File: src/rtl/axi_raddr_gen.sv
// AXI read-address generator: splits one (address, beat count) command into INCR
// bursts bounded by MAX_BURST and 4 KB pages, with an outstanding-burst limit.
module axi_raddr_gen #(
  parameter int ADDR_W     = 32,
  parameter int DATA_BYTES = 4,
  parameter int MAX_BURST  = 16,
  parameter int LEN_W      = 8,
  parameter int CNT_W      = 14,
  parameter int MAX_OUTST  = 4
) (
  input  logic              aclk,
  input  logic              areset,
  input  logic              cmd_valid,
  output logic              cmd_ready,
  input  logic [ADDR_W-1:0] cmd_saddr,
  input  logic [CNT_W-1:0]  cmd_beats,
  output logic [ADDR_W-1:0] araddr,
  output logic [LEN_W-1:0]  arlen,
  output logic [2:0]        arsize,
  output logic [1:0]        arburst,
  output logic              arvalid,
  input  logic              arready,
  input  logic              rlast_hs,
  output logic              busy,
  output logic              done
);

  localparam int SIZE = $clog2(DATA_BYTES);
  localparam int OW   = $clog2(MAX_OUTST + 1);
  localparam int MW   = (CNT_W > 13) ? CNT_W : 13;

  localparam logic [1:0] S_IDLE  = 2'd0;
  localparam logic [1:0] S_CALC  = 2'd1;
  localparam logic [1:0] S_ISSUE = 2'd2;
  localparam logic [1:0] S_DRAIN = 2'd3;

  localparam logic [ADDR_W-1:0] ALIGN_MASK = {ADDR_W{1'b1}} << SIZE;

  logic [1:0]        state_q, state_d;
  logic [ADDR_W-1:0] addr_q, addr_d;
  logic [CNT_W-1:0]  rem_q, rem_d;
  logic [ADDR_W-1:0] araddr_q, araddr_d;
  logic [LEN_W-1:0]  arlen_q, arlen_d;
  logic              arvalid_q, arvalid_d;
  logic              busy_q, busy_d;
  logic              done_q, done_d;
  logic              cmd_ready_q, cmd_ready_d;
  logic [OW-1:0]     outst_q, outst_d;

  logic              cmd_hs_s;
  logic              ar_hs_s;
  logic              rl_dec_s;
  logic [MW-1:0]     b4k_s;
  logic [MW-1:0]     rem_cap_s;
  logic [MW-1:0]     blen_s;
  logic [LEN_W:0]    blen_iss_s;
  logic [CNT_W-1:0]  rem_next_s;
  logic [ADDR_W-1:0] step_s;

  assign cmd_ready = cmd_ready_q;
  assign araddr    = araddr_q;
  assign arlen     = arlen_q;
  assign arvalid   = arvalid_q;
  assign busy      = busy_q;
  assign done      = done_q;
  assign arsize    = 3'(SIZE);
  assign arburst   = 2'b01;

  // Burst sizing: beats left in the 4 KB page, capped by MAX_BURST and remaining beats
  always_comb begin
    cmd_hs_s   = cmd_valid && cmd_ready_q && (state_q == S_IDLE);
    ar_hs_s    = arvalid_q && arready;
    rl_dec_s   = rlast_hs && (outst_q != {OW{1'b0}});
    b4k_s      = (MW'(13'h1000) - MW'(addr_q[11:0])) >> SIZE;
    rem_cap_s  = (MW'(MAX_BURST) < MW'(rem_q)) ? MW'(MAX_BURST) : MW'(rem_q);
    blen_s     = (b4k_s < rem_cap_s) ? b4k_s : rem_cap_s;
    blen_iss_s = {1'b0, arlen_q} + {{LEN_W{1'b0}}, 1'b1};
    rem_next_s = rem_q - CNT_W'(blen_iss_s);
    step_s     = ADDR_W'(blen_iss_s) << SIZE;
  end

  // Sequencer: next-state and next-output computation
  always_comb begin
    state_d   = state_q;
    addr_d    = addr_q;
    rem_d     = rem_q;
    araddr_d  = araddr_q;
    arlen_d   = arlen_q;
    arvalid_d = arvalid_q;
    busy_d    = busy_q;
    done_d    = 1'b0;
    case (state_q)
      S_IDLE: begin
        if (cmd_hs_s) begin
          addr_d  = cmd_saddr & ALIGN_MASK;
          rem_d   = cmd_beats;
          busy_d  = 1'b1;
          state_d = (cmd_beats == {CNT_W{1'b0}}) ? S_DRAIN : S_CALC;
        end else begin
          state_d = S_IDLE;
        end
      end
      S_CALC: begin
        araddr_d = addr_q;
        arlen_d  = LEN_W'(blen_s - MW'(1'b1));
        if (outst_q < OW'(MAX_OUTST)) begin
          arvalid_d = 1'b1;
          state_d   = S_ISSUE;
        end else begin
          state_d = S_CALC;
        end
      end
      S_ISSUE: begin
        if (ar_hs_s) begin
          arvalid_d = 1'b0;
          addr_d    = addr_q + step_s;
          rem_d     = rem_next_s;
          state_d   = (rem_next_s == {CNT_W{1'b0}}) ? S_DRAIN : S_CALC;
        end else begin
          state_d = S_ISSUE;
        end
      end
      S_DRAIN: begin
        if (outst_q == {OW{1'b0}}) begin
          done_d  = 1'b1;
          busy_d  = 1'b0;
          state_d = S_IDLE;
        end else begin
          state_d = S_DRAIN;
        end
      end
      default: begin
        arvalid_d = 1'b0;
        busy_d    = 1'b0;
        state_d   = S_IDLE;
      end
    endcase
    // Holding cmd_ready low during the done cycle delays re-acceptance by one cycle
    cmd_ready_d = (state_d == S_IDLE) && !done_d;
  end

  // Outstanding-burst counter; a late rlast with nothing outstanding is dropped
  always_comb begin
    case ({ar_hs_s, rl_dec_s})
      2'b10:   outst_d = outst_q + OW'(1'b1);
      2'b01:   outst_d = outst_q - OW'(1'b1);
      default: outst_d = outst_q;
    endcase
  end

  // State and output registers
  always_ff @(posedge aclk or posedge areset) begin
    if (areset) begin
      state_q     <= S_IDLE;
      addr_q      <= {ADDR_W{1'b0}};
      rem_q       <= {CNT_W{1'b0}};
      araddr_q    <= {ADDR_W{1'b0}};
      arlen_q     <= {LEN_W{1'b0}};
      arvalid_q   <= 1'b0;
      busy_q      <= 1'b0;
      done_q      <= 1'b0;
      cmd_ready_q <= 1'b1;
      outst_q     <= {OW{1'b0}};
    end else begin
      state_q     <= state_d;
      addr_q      <= addr_d;
      rem_q       <= rem_d;
      araddr_q    <= araddr_d;
      arlen_q     <= arlen_d;
      arvalid_q   <= arvalid_d;
      busy_q      <= busy_d;
      done_q      <= done_d;
      cmd_ready_q <= cmd_ready_d;
      outst_q     <= outst_d;
    end
  end

endmodule
File: config.mk
export PLATFORM = sky130hd
export DESIGN_NAME = axi_raddr_gen
export DESIGN_NICKNAME = d
export VERILOG_FILES = /design/src/rtl/axi_raddr_gen.sv
export SDC_FILE = /design/constraint.sdc
export NUM_CORES = 1
export LEC_CHECK = 0
export CAP_MARGIN = 15
export CORE_ASPECT_RATIO = 1.5
export CORE_MARGIN = 5
export CORE_UTILIZATION = 49
export DETAILED_ROUTE_END_ITERATION = 12
export HOLD_SLACK_MARGIN = 0.03
export PLACE_DENSITY = 0.76
export SLEW_MARGIN = 20
export SYNTH_ARGS = -nofsm -noshare
export SYNTH_HDL_FRONTEND = slang
export SYNTH_SLANG_ARGS = --single-unit
File: constraint.sdc
create_clock -name aclk -period 4.1 [get_ports aclk]
set_clock_uncertainty 0.2 [all_clocks]
set_input_delay 0.615 -clock aclk [delete_from_list [all_inputs] [get_ports aclk]]
set_output_delay 0.615 -clock aclk [all_outputs]
set_load 0.02 [all_outputs]
==> results.txt, run 1 <==
- Synthesis handed over a netlist of roughly 750 instances.
- The core region is approximately 0.012 mm².
- Max-cap violations in this run came to 0.
- The number of global-route vias before repair was 6,249.
- Count of placed standard cells in the final layout, fillers left out: just over 1,000
- Compared with the post-synthesis result, the final layout area differs by 28.7%.
- For the pin with the worst max-slew slack, the measured transition is 0.804 ns.
* Setup repair after global routing missed its margin: true
- Overall routed net length: 18,800 µm
* Maximum number of pins on one net before global-route repair: 48
- Final sum of negative setup slack: -0.270 ns
- Pleak: 3.46 nW
- Synthesized area divided by synthesized cell count: just over 8 µm²
* Commonest non-fill, non-tap cell in the layout: sky130_fd_sc_hd__nand2_1
* Die width: just over 100 µm
- Clock Tree Buf Depth: 2
- Total global-route track usage: 0.252
* Count of nets after finishing: around 940
* Worst setup path category: reg -> reg
* DRC violations left: 0
- Hold slack: between 0.2 and 0.3 ns
- Port buffering added 90 buffers.
- On the worst path, the slowest cell contributes a delay of 0.55 ns.
- Minimum clock period after layout: around 4.3 ns
- Highest-count cells in the layout ignoring fill and taps: sky130_fd_sc_hd__nand2_1, sky130_fd_sc_hd__dfrtp_1, sky130_fd_sc_hd__clkdlybuf4s50_1
- Reg-to-reg setup timing slack: -0.16 ns
* Clock transition at the register clock pins on the worst setup and hold paths after CTS: 0.07 ns
* H-tree levels: 3
- Io pins: 100
- Number of violations reported at the end of detailed-routing iteration 0: 350
- Cell type with the highest occurrence count on the critical path: sky130_fd_sc_hd__buf_6
- Global-route wire length before repair: around 30,000 µm
- Clock latency on the worst-skew pair, taken at its later pin, is between 0.3 and 0.4 ns.
- Met2 WL post-DR: between 9000 and 10,000 µm
- 0 antenna diodes ended up in the layout.
- Violations in the final reports: setup timing
- IR analysis of the VDD net gives a maximum drop of roughly 0.43 mV.
* Count of endpoints failing hold in the final timing report: 0
- Uppermost signal routing layer after detailed routing: met4
- DR vias: just over 6,000
- During synthesis, Yosys emitted a total of 0 warnings.
* Wire length the detailed router placed on met1: about 7000 µm
* Cells traversed along the worst timing path: or4_4, or3_4, or2_4, xor2_1, ha_1, nand3_2, buf_6, nor4_4, buf_4, a221oi_4, buf_6, nand2_4, a31oi_4, ha_4, buf_6, and3_4, a211o_1, o21ai_1, o21ai_1
- Met3 wirelength from detailed routing: about 1100 µm
* Starting Density: 0.498
- The congestion estimate from routability-driven global placement came to approximately 0.93.
- Pre-antenna DRT Iters: 5
- The min-delay analysis places its worst path in the category reg -> reg.
- In the routed layout, each cell is associated on average with a via count of about 6.
- Total grt overflow: 0
- Data required time at the worst endpoint: a little over 4 ns
- Rel. slew slack: 0.463
* Max Fclk: ~230 MHz
- Seq/Total Area, Yosys: 0.368
- Power spread over the standard cell area amounts to roughly 940 mW/mm².
- Async set-or-reset flop fraction in the synthesized netlist: 1.00
- The initial antenna violation count was 0.
- Die area: about 0.015 mm²
* Number of synthesized register bits: 91
- Final count of negative-setup-slack endpoints: 2
* Count of placed standard cells including taps: 992
- Placement row count: 50
* Clock net sink count: between 90 and 100
- Of the available clock period, the critical path in the final layout requires 1.04.
- Data on the critical path arrives at its endpoint at 4.26 ns.
- Inserted Clock Buffers: 9
- STA classifies the critical path endpoint as a flip-flop.
- TritonCTS clock tree: done
* Die Height: 148 µm
- Once detail routing completed, the nets flagged for antenna violations numbered 0.
- Syn Std Cell Area: between 0.006 and 0.007 mm²
- In this run the clock root is driven by a sky130_fd_sc_hd__clkbuf_16.
* Cell type of the slowest stage on the worst timing path: sky130_fd_sc_hd__or4_4
* Worst-path fanout max: 3
* Count of flip-flops with a built-in enable after synthesis: 0
- Layout cells sized above 1: 0.119
- Post-layout worst setup margin: -0.161 ns
- The run finished, with violations left.
- HPWL Detailed: 13,700 µm
- Primary flip-flop cell chosen by synthesis mapping: sky130_fd_sc_hd__dfrtp_1
- DR WL/cell: approximately 18 µm
* Kind of start point of the critical path: flip-flop
- The number of different library cells used by synthesis comes to 67.
- Number of max-slew violations in the final report: 0
[state kept, by name (all words and copies together), names as in the netlist]
signal and flops:
busy 1, arlen 8, state_q 2, rem_q 14, arvalid 1, done 1, addr_q 30, araddr 30
outst_q 3, cmd_ready 1
[through the flow]
| stage | worst slack, ns | instance area, µm² | util | total power, W |
|---|---|---|---|---|
| global placement | -0.0866 | 7480 | 0.601 | 0.00624 |
| global route | -0.280 | 7980 | 0.641 | 0.00807 |
| floorplan | -0.120 | 6290 | - | 0.00488 |
| finish | -0.161 | 7980 | 0.641 | 0.00749 |
| CTS | -0.00261 | 7920 | 0.636 | 0.00739 |
| detailed placement | -0.190 | 7480 | 0.601 | 0.00641 |
[path summary, 6_finish.rpt]
| check | to | from | depth (start not counted) |
|---|---|---|---|
| worst max-delay path | arlen[4]$_DFFE_PP0P_ | addr_q[4]$_DFFE_PP0P_ | 19 |
| max in group asynchronous | cmd_ready$_DFF_PP1_ | areset | 3 |
| worst max register to register | arlen[4]$_DFFE_PP0P_ | addr_q[4]$_DFFE_PP0P_ | 19 |
| worst min register to register | araddr[6]$_DFFE_PP0P_ | araddr[6]$_DFFE_PP0P_ | 2 |
| min in group asynchronous | araddr[26]$_DFFE_PP0P_ | areset | 2 |
| worst min-delay path | araddr[6]$_DFFE_PP0P_ | araddr[6]$_DFFE_PP0P_ | 2 |
[final cells by class]
cell class	count	area, µm²
multi-input cells	587	3810
flip-flops and latches	91	2280
clock inverters	7	80.1
inverters	32	124
clock buffers	9	225
fillers	1029	4470
well taps	156	195
repair buffers	134	1260
[routing by layer]
layer | track usage | vias to the layer above
met4 | 0.129 | 0
met2 | 0.443 | 258
met5 | 0 | -
met1 | 0.291 | 2907
li1 | - | 2875
met3 | 0.0406 | 73
[kinds of logic after synthesis]
kind of cell | synth area share
xor+xnor | 0.0495
other cells | 0.00121
fa+ha+maj | 0.0743
mux | 0.0117
buf+inv | 0.0545
flops | 0.368
simple gates | 0.235
compound gates | 0.206
[report_power, final]
group          internal, W  switching, W
logic              0.00206       0.00279
registers          0.00134      0.000433
clock network     0.000483      0.000385
[worst max-delay path, delay by kind of cell, from the launching register on]
kind / cells / cell delay, ns
fa+ha+maj: 2 / 0.52
buf+inv: 4 / 0.60
compound gates: 5 / 0.57
simple gates: 7 / 1.69
flops: 1 / 0.38
xor+xnor: 1 / 0.14
[synthesized netlist by cell type, types with 3 or more instances]
library cell | instances | share of area
sky130_fd_sc_hd__nand2_1 | 147 | 0.089
sky130_fd_sc_hd__dfrtp_1 | 90 | 0.36
sky130_fd_sc_hd__nor2_1 | 41 | 0.025
sky130_fd_sc_hd__o21ai_0 | 37 | 0.030
sky130_fd_sc_hd__a21oi_1 | 36 | 0.029
sky130_fd_sc_hd__clkbuf_1 | 36 | 0.022
sky130_fd_sc_hd__nand3_1 | 35 | 0.028
sky130_fd_sc_hd__ha_1 | 32 | 0.065
sky130_fd_sc_hd__inv_1 | 32 | 0.019
sky130_fd_sc_hd__xnor2_1 | 23 | 0.032
sky130_fd_sc_hd__nor3_1 | 19 | 0.015
sky130_fd_sc_hd__a31oi_1 | 16 | 0.016
sky130_fd_sc_hd__and3_1 | 12 | 0.012
sky130_fd_sc_hd__o211ai_1 | 12 | 0.015
sky130_fd_sc_hd__xor2_1 | 12 | 0.017
sky130_fd_sc_hd__o21a_1 | 11 | 0.013
sky130_fd_sc_hd__a21o_1 | 9 | 0.011
sky130_fd_sc_hd__nand4_1 | 9 | 0.0091
sky130_fd_sc_hd__a311oi_1 | 8 | 0.011
sky130_fd_sc_hd__buf_4 | 7 | 0.0085
sky130_fd_sc_hd__or3_1 | 7 | 0.0071
sky130_fd_sc_hd__or4_1 | 7 | 0.0085
sky130_fd_sc_hd__nor2b_1 | 6 | 0.0061
sky130_fd_sc_hd__nor4_1 | 6 | 0.0061
sky130_fd_sc_hd__o22a_1 | 6 | 0.0085
sky130_fd_sc_hd__o22ai_1 | 6 | 0.0061
sky130_fd_sc_hd__a211oi_1 | 5 | 0.0061
sky130_fd_sc_hd__a2bb2oi_1 | 5 | 0.0071
sky130_fd_sc_hd__buf_1 | 5 | 0.0030
sky130_fd_sc_hd__mux2i_1 | 5 | 0.0081
sky130_fd_sc_hd__a31o_2 | 4 | 0.0057
sky130_fd_sc_hd__a2111oi_0 | 3 | 0.0042
sky130_fd_sc_hd__a41o_1 | 3 | 0.0048
sky130_fd_sc_hd__and2_1 | 3 | 0.0030
sky130_fd_sc_hd__fa_1 | 3 | 0.0097
sky130_fd_sc_hd__nand2b_1 | 3 | 0.0030
sky130_fd_sc_hd__nor4b_1 | 3 | 0.0042
sky130_fd_sc_hd__o31ai_1 | 3 | 0.0036
[repair_timing]
| item | CTS | global route |
|---|---|---|
| buffers inserted | 4 | 4 |
| endpoints found under the hold margin | 0 | 0 |
| gates resized for setup | 20 | 7 |
| hold buffers | 0 | 0 |
| endpoints found under the setup margin | 2 | 3 |
| pin swaps | 10 | 5 |
Power figures use the tool's default switching activity.
==> run 2: changes to the inputs <==
Settings changed: CAP_MARGIN 15 to 40, SKIP_LAST_GASP from default to 1, SLEW_MARGIN 20 to 10.
==> results.txt, run 2 (synthesis results as in run 1) <==
- Hold-critical path depth: 2 (unchanged)
* Filler Cells Inserted: 1,040 (+1.1%)
- Outcome: complete, but fails checks
* Count of nets after finishing: 937 (-0.43%)
- The final hold violation count came to 0 (unchanged).
- Data required time at the worst endpoint: 4.10 ns (about the same)
* Maximum VDD drop: 0.433 mV (-0.28%)
- Number of hold buffers added after CTS: 0 (unchanged)
- Global-route wire length before repair: 30,500 µm (about the same)
- The deepest clock path buffer count was 2 (unchanged).
* Cell type with the highest occurrence count on the critical path: sky130_fd_sc_hd__o21ai_1
* Total core area: 0.0124 mm² (unchanged)
- In the layout the commonest cells are sky130_fd_sc_hd__nand2_1, sky130_fd_sc_hd__dfrtp_1, sky130_fd_sc_hd__clkdlybuf4s50_1.
- The violation count after the first detailed-routing iteration came to 341 (-2.6%).
- Overall routed net length: 18,500 µm (-1.2%)
- The peak clock frequency supported by timing is 238 MHz (+1.4%).
- The tightest min-delay check is of the reg -> reg type.
- Starting Density: 0.498 (unchanged)
* Number of cells on the worst reg-to-reg path: 17 (-2)
- The checks that failed: setup timing.
- The setup slack after layout is -0.101 ns (+0.0609 ns).
- The relative slew slack came to 0.461 (-0.00219).
- Antenna diodes: 0 (unchanged)
* Number of max-cap violations: 0 (unchanged)
- Maximum number of pins on one net before global-route repair: 48 (unchanged)
- The critical path in this run is classified as reg -> reg.
- The worst setup path is captured at a flip-flop.
- The arrival time at the worst endpoint was 4.20 ns (-0.06 ns).
- Power per unit of standard cell area: 938 mW/mm² (-0.14%)
* Die width: 102 µm (unchanged)
- The cell area after layout is 0.00792 mm² (-0.80%).
- TritonCTS built the clock tree.
- The number of buffers created by CTS came to 9 (unchanged).
* Final count of negative-setup-slack endpoints: 2 (unchanged)
- Layout cells sized above 1: 0.110 (-0.00879)
- Pleak: 3.43 nW (-0.75%)
- Relative to the synthesized area, the layout overhead comes to 27.7%.
- Final antenna-violating net count: 0 (unchanged)
- The number of buffers added on ports came to 90 (unchanged).
- The delay contributed by the slowest stage of the critical path was 0.55 ns (about the same).
* Power after layout: 0.00742 W (-0.94%)
- The detailed placement HPWL was 13,700 µm (unchanged).
* Root buffer cell: sky130_fd_sc_hd__clkbuf_16
* Worst-path fanout max: 3 (unchanged)
- Total global-route track usage: 0.252 (unchanged)
* DR WL/cell: 18.3 µm (-0.85%)
* Gpl congestion: 0.932 (unchanged)
- The clock network latency to the later pin of the worst-skew pair is 0.35 ns (about the same).
- Die area: 0.0150 mm² (unchanged)
- Pre-antenna DRT Iters: 5 (unchanged)
- Endpoint, Worst Hold: araddr[7]$_DFFE_PP0P_
- The total cell area at the placement stage was 0.00748 mm² (unchanged).
* Number of max-slew violations in the final report: 0 (unchanged)
- The via density per instance is 5.96 (-0.95%).
- Clock transition at the register clock pins on the worst setup and hold paths after CTS: 0.07 ns (about the same)
* Vias in the first global route: 6,261 (+0.19%)
- Placement row count: 50 (unchanged)
* Minimum clock period after layout: 4.20 ns (-0.0609 ns)
- Reg-to-reg setup timing slack: -0.10 ns (+0.06 ns)
* Period utilisation layout: 1.02 (-0.0149)
* Kind of start point of the critical path: flip-flop
- The kind of cell with the highest combined delay along the critical path is simple AND/OR/NAND/NOR gates.
- H-tree levels: 3 (unchanged)
- The top-level I/O count was 100 (unchanged).
- Die Height: 148 µm (unchanged)
* R2R Path End: arlen[4]$_DFFE_PP0P_
- Buf/Inv on CP: 2 (-2)
* Cell type of the slowest stage on the worst timing path: sky130_fd_sc_hd__or4_4
- Commonest non-fill, non-tap cell in the layout: sky130_fd_sc_hd__nand2_1
- Setup repair after global routing missed its margin: true
- Startpoint of the worst-slack reg-to-reg timing path: addr_q[4]$_DFFE_PP0P_
- The total via count in the routed design came to 6,031 (-1.3%).
- The post-detailed-route DRC marker count is 0 (unchanged).
* Number of antenna violations at the first check in global routing: 0 (unchanged)
- The worst-margin pin slew is 0.808 ns (+0.00423 ns).
- The signal on the critical path passes through or4_4, or3_4, or2_4, xor2_1, ha_1, nand3_2, buf_6, nor2_4, a221o_1, nor3_4, a31oi_4, ha_4, buf_4, and3_1, a211o_1, o21ai_1, o21ai_1.
- The startpoint identified for the worst hold timing path is araddr[7]$_DFFE_PP0P_.
* Total grt overflow: 0 (unchanged)
- Clock net sink count: 91 (unchanged)
==> run 2: cell count changes in the layout (fill, tap and decap cells not counted), sizes merged <==
cell,delta
buf,-4
==> run 2: metrics by stage <==
stage	setup TNS [ns]	instances	utilization	worst slack [ns]	hold slack [ns]
2_1_floorplan	-0.120	759	-	-0.120	0.253
4_1_cts	-0.0279	1012	0.636	-0.0279	0.280
3_5_place_dp	-0.293	992	0.601	-0.190	0.262
6_report	-0.176	1012	0.636	-0.101	0.274
3_3_place_gp	-0.0866	992	0.601	-0.0866	0.259
5_1_grt	-0.466	1012	0.636	-0.242	0.297
==> run 2: layout make-up <==
type	count	area, µm²	share of cell area
clock inverters	7	80.1	0.0101
well taps	156	195	0.0247
flip-flops and latches	91	2280	0.288
multi-input cells	587	3790	0.479
clock buffers	9	225	0.0284
inverters	32	121	0.0153
repair buffers	130	1220	0.155
==> run 2: worst min-delay path, delay by kind of cell (launching register included) <==
kind | cells | cell delay (ns)
DFF | 1 | 0.34
and+or+nand+nor | 2 | 0.10
==> run 2: power breakdown <==
group / internal (W) / switching, W / total, W / leakage, nW
combinational: 0.00203 / 0.00275 / 0.00478 / 2.20
sequential: 0.00134 / 0.000434 / 0.00177 / 1.08
clock: 0.000483 / 0.000385 / 0.000868 / 0.149
total: 0.00385 / 0.00357 / 0.00742 / 3.43
==> run 2: worst max-delay path by stage <==
stage | cells past startpoint | slack [ns] | from | endpoint
6_report | 17 | -0.10 | addr_q[4]$_DFFE_PP0P_ | arlen[4]$_DFFE_PP0P_
5_1_grt | 18 | -0.24 | addr_q[4]$_DFFE_PP0P_ | arlen[4]$_DFFE_PP0P_
4_1_cts | 17 | -0.03 | addr_q[4]$_DFFE_PP0P_ | arlen[4]$_DFFE_PP0P_
3_5_place_dp | 17 | -0.19 | addr_q[4]$_DFFE_PP0P_ | arlen[4]$_DFFE_PP0P_
3_3_place_gp | 17 | -0.09 | addr_q[4]$_DFFE_PP0P_ | arlen[4]$_DFFE_PP0P_
2_1_floorplan | 17 | -0.12 | rem_q[12]$_DFFE_PP0P_ | arlen[6]$_DFFE_PP0P_
==> run 2: layer usage <==
layer	wire (µm)	global-route usage	share of wire
met1	7030	0.292	0.38
met4	838	0.123	0.045
met2	9680	0.445	0.52
met3	965	0.0401	0.052
met5	0	0	0
==> run 2: timing repair <==
| item | CTS | global route |
|---|---|---|
| resized for setup | 18 | 1 |
| pin swaps | 10 | 1 |
| setup buffers | 4 | 0 |
| setup endpoints to repair | 2 | 2 |
| gates cloned | 0 | 0 |
==> run 3: changes to the inputs <==
Settings changed: CORE_ASPECT_RATIO 1.5 to default, CORE_UTILIZATION 49 to 48, PLACE_DENSITY 0.76 to 0.75.
==> results.txt, run 3 (synthesis results as in run 1) <==
- The final hold violation count is 0 (unchanged).
- The violation count after the first detailed-routing iteration was 605 (+77%).
- The top-level I/O count came to 100 (unchanged).
* Tightest Hold Check Type: reg -> reg
- Leaving out fill and tap cells, the most frequent cell in the layout is sky130_fd_sc_hd__nand2_1.
- The via density per instance came to 5.93 (-0.46%).
- The global-route usage over all layers is 0.249 (-0.00310).
- Clock net sink count: 91 (unchanged)
- The run finished, with violations left.
- The routed wire length came to 18,600 µm (+0.46%).
- The number of cells on the worst hold path is 2 (unchanged).
* Total grt overflow: 0 (unchanged)
- The clock network latency to the later pin of the worst-skew pair is 0.35 ns (about the same).
- Final antenna-violating net count: 0 (unchanged)
* Period utilisation layout: 1.02 (-0.00184)
- The cell area after layout was 0.00794 mm² (+0.28%).
- The maximum fanout count along the critical path came to 3 (unchanged).
* Highest-count cells in the layout ignoring fill and taps: sky130_fd_sc_hd__nand2_1, sky130_fd_sc_hd__dfrtp_1, sky130_fd_sc_hd__clkdlybuf4s50_1
- Final cell utilization of the core: 0.629 (-0.00679)
- The number of buffers created by CTS came to 9 (unchanged).
- Placement row count: 41 (-18%)
- The arrival time at the worst endpoint is 4.27 ns (+0.07 ns).
* Rel. slew slack: 0.376 (-0.0856)
* Starting Density: 0.491 (-0.00671)
* Final count of negative-setup-slack endpoints: 2 (unchanged)
- Total core area: 0.0126 mm² (+1.4%)
* Die area: 0.0153 mm² (+1.6%)
- The wire length of the first global-routing pass is 30,200 µm (-1.1%).
- The total inserted antenna cells was 0 (unchanged).
- The worst hold slack after final layout came to 0.274 ns (+0.000239 ns).
- Maximum number of pins on one net before global-route repair: 38 (-21%)
- Final sum of negative setup slack: -0.179 ns (-0.00335 ns)
- Port-buffer cells: 90 (unchanged)
* Max Fclk: 238 MHz (+0.18%)
- DR WL/cell: 18.1 µm (-1.1%)
- The maximum level of the CTS H-tree is 3 (unchanged).
- Clock Tree Buf Depth: 2 (unchanged)
* Sort of element at the end of the critical path: flip-flop
- The detailed placement HPWL is 13,200 µm (-3.6%).
* Worst setup path category: reg -> reg
- The initial antenna violation count came to 1 (+1).
* Gpl congestion: 0.937 (+0.56%)
- Power per unit of standard cell area: 935 mW/mm² (-0.25%)
- TritonCTS clock tree: done
- The total cell area at the placement stage was 0.00746 mm² (-0.20%).
- Violations in the final reports: setup timing
- The hold buffer count at cts is 0 (unchanged).
- Vias in the first global route: 6,055 (-3.3%)
- Die width: 124 µm (+21%)
* Area added between synthesis and finish: 28.1%
* Die Height: 124 µm (-16%)
* Root buffer cell: sky130_fd_sc_hd__clkbuf_16
* Minimum clock period after layout: 4.19 ns (-0.00756 ns)
- Data required time at the worst endpoint: 4.18 ns (+0.08 ns)
- The final layout net count came to 939 (+0.21%).
- Setup repair after global routing could not meet its margin everywhere.
* Post-layout worst setup margin: -0.0930 ns (+0.00756 ns)
- The worst-margin pin slew is 0.937 ns (+0.128 ns).
- Clock transition at the register clock pins on the worst setup and hold paths after CTS: 0.06 ns (about the same)
- STA classifies the critical path startpoint as a flip-flop.
- Pleak: 3.43 nW (-0.13%)
- The length of the first detailed-routing pass in iterations was 5 (unchanged).
- Maximum VDD drop: 0.321 mV (-26%)
* Layout cells sized above 1: 0.113 (+0.00350)
* DRC violations left: 0 (unchanged)
- Number of cells on the worst reg-to-reg path: 18 (+1)
* Number of max-cap violations: 0 (unchanged)
- DR vias: 6,098 (+1.1%)
- Power after layout: 0.00742 W (about the same)
* Number of max-slew violations in the final report: 0 (unchanged)
-- run 3: cell types whose count changed in the layout (fill, tap and decap cells not counted), sizes merged --
cell,previous run,this run
inv,35,32
clkinv,2,1
buf,40,42
clkbuf,9,11
-- run 3: path summary, 6_finish.rpt --
check	slack, ns	endpoint	start
min in group asynchronous	0.47	araddr[11]$_DFFE_PP0P_	areset
max	-0.09	arlen[4]$_DFFE_PP0P_	addr_q[6]$_DFFE_PP0P_
max reg2reg	-0.09	arlen[4]$_DFFE_PP0P_	addr_q[6]$_DFFE_PP0P_
min	0.27	araddr[6]$_DFFE_PP0P_	araddr[6]$_DFFE_PP0P_
min reg2reg	0.27	araddr[6]$_DFFE_PP0P_	araddr[6]$_DFFE_PP0P_
max in group asynchronous	2.36	cmd_ready$_DFF_PP1_	areset
-- run 3: through the flow --
| stage | setup slack [ns] | instances |
|---|---|---|
| after detailed placement | -0.0562 | 1005 |
| after global placement | 0.0453 | 1005 |
| after floorplan | -0.120 | 759 |
| after CTS | 0.000671 | 1026 |
| after global routing | -0.299 | 1028 |
| final | -0.0930 | 1028 |
-- run 3: critical path, stage by stage (launching register included) --
cell                      delay, ns
sky130_fd_sc_hd__dfrtp_1       0.37
sky130_fd_sc_hd__or4_4         0.54
sky130_fd_sc_hd__or3_4         0.39
sky130_fd_sc_hd__or2_4         0.28
sky130_fd_sc_hd__xor2_2        0.16
sky130_fd_sc_hd__ha_4          0.30
sky130_fd_sc_hd__nand3_4       0.07
sky130_fd_sc_hd__buf_6         0.12
sky130_fd_sc_hd__nor4_4        0.32
sky130_fd_sc_hd__a221o_1       0.30
sky130_fd_sc_hd__nor3_4        0.08
sky130_fd_sc_hd__a31oi_4       0.18
sky130_fd_sc_hd__ha_4          0.17
sky130_fd_sc_hd__inv_2         0.04
sky130_fd_sc_hd__buf_4         0.13
sky130_fd_sc_hd__nor3_2        0.12
sky130_fd_sc_hd__xor2_1        0.17
sky130_fd_sc_hd__o21ai_1       0.08
sky130_fd_sc_hd__o21ai_1       0.11
-- run 3: what timing repair did --
action	in CTS	in global routing
resized for setup	8	13
pin swaps	7	15
cloned	0	0
setup buffers	7	2
setup endpoints to repair	2	3
-- run 3: report_power, final --
part	internal [W]	switching, W	leakage (nW)
combinational	0.00205	0.00272	2.21
clock	0.000487	0.000362	0.140
sequential	0.00134	0.000466	1.08
-- run 3: layer usage --
| layer | GRT usage | routed length [µm] |
|---|---|---|
| met5 | 0 | 11 |
| met4 | 0.103 | 524 |
| met3 | 0.0463 | 1300 |
| met2 | 0.400 | 8850 |
| met1 | 0.332 | 7920 |
-- run 3: area by class of cell --
type | instances | area [µm²]
clock buffer | 11 | 243
clock inverter | 3 | 48.8
fill | 1093 | 4680
inverter | 32 | 121
multi-input combinational | 587 | 3810
sequential | 91 | 2280
tap | 172 | 215
timing repair buffer | 132 | 1220
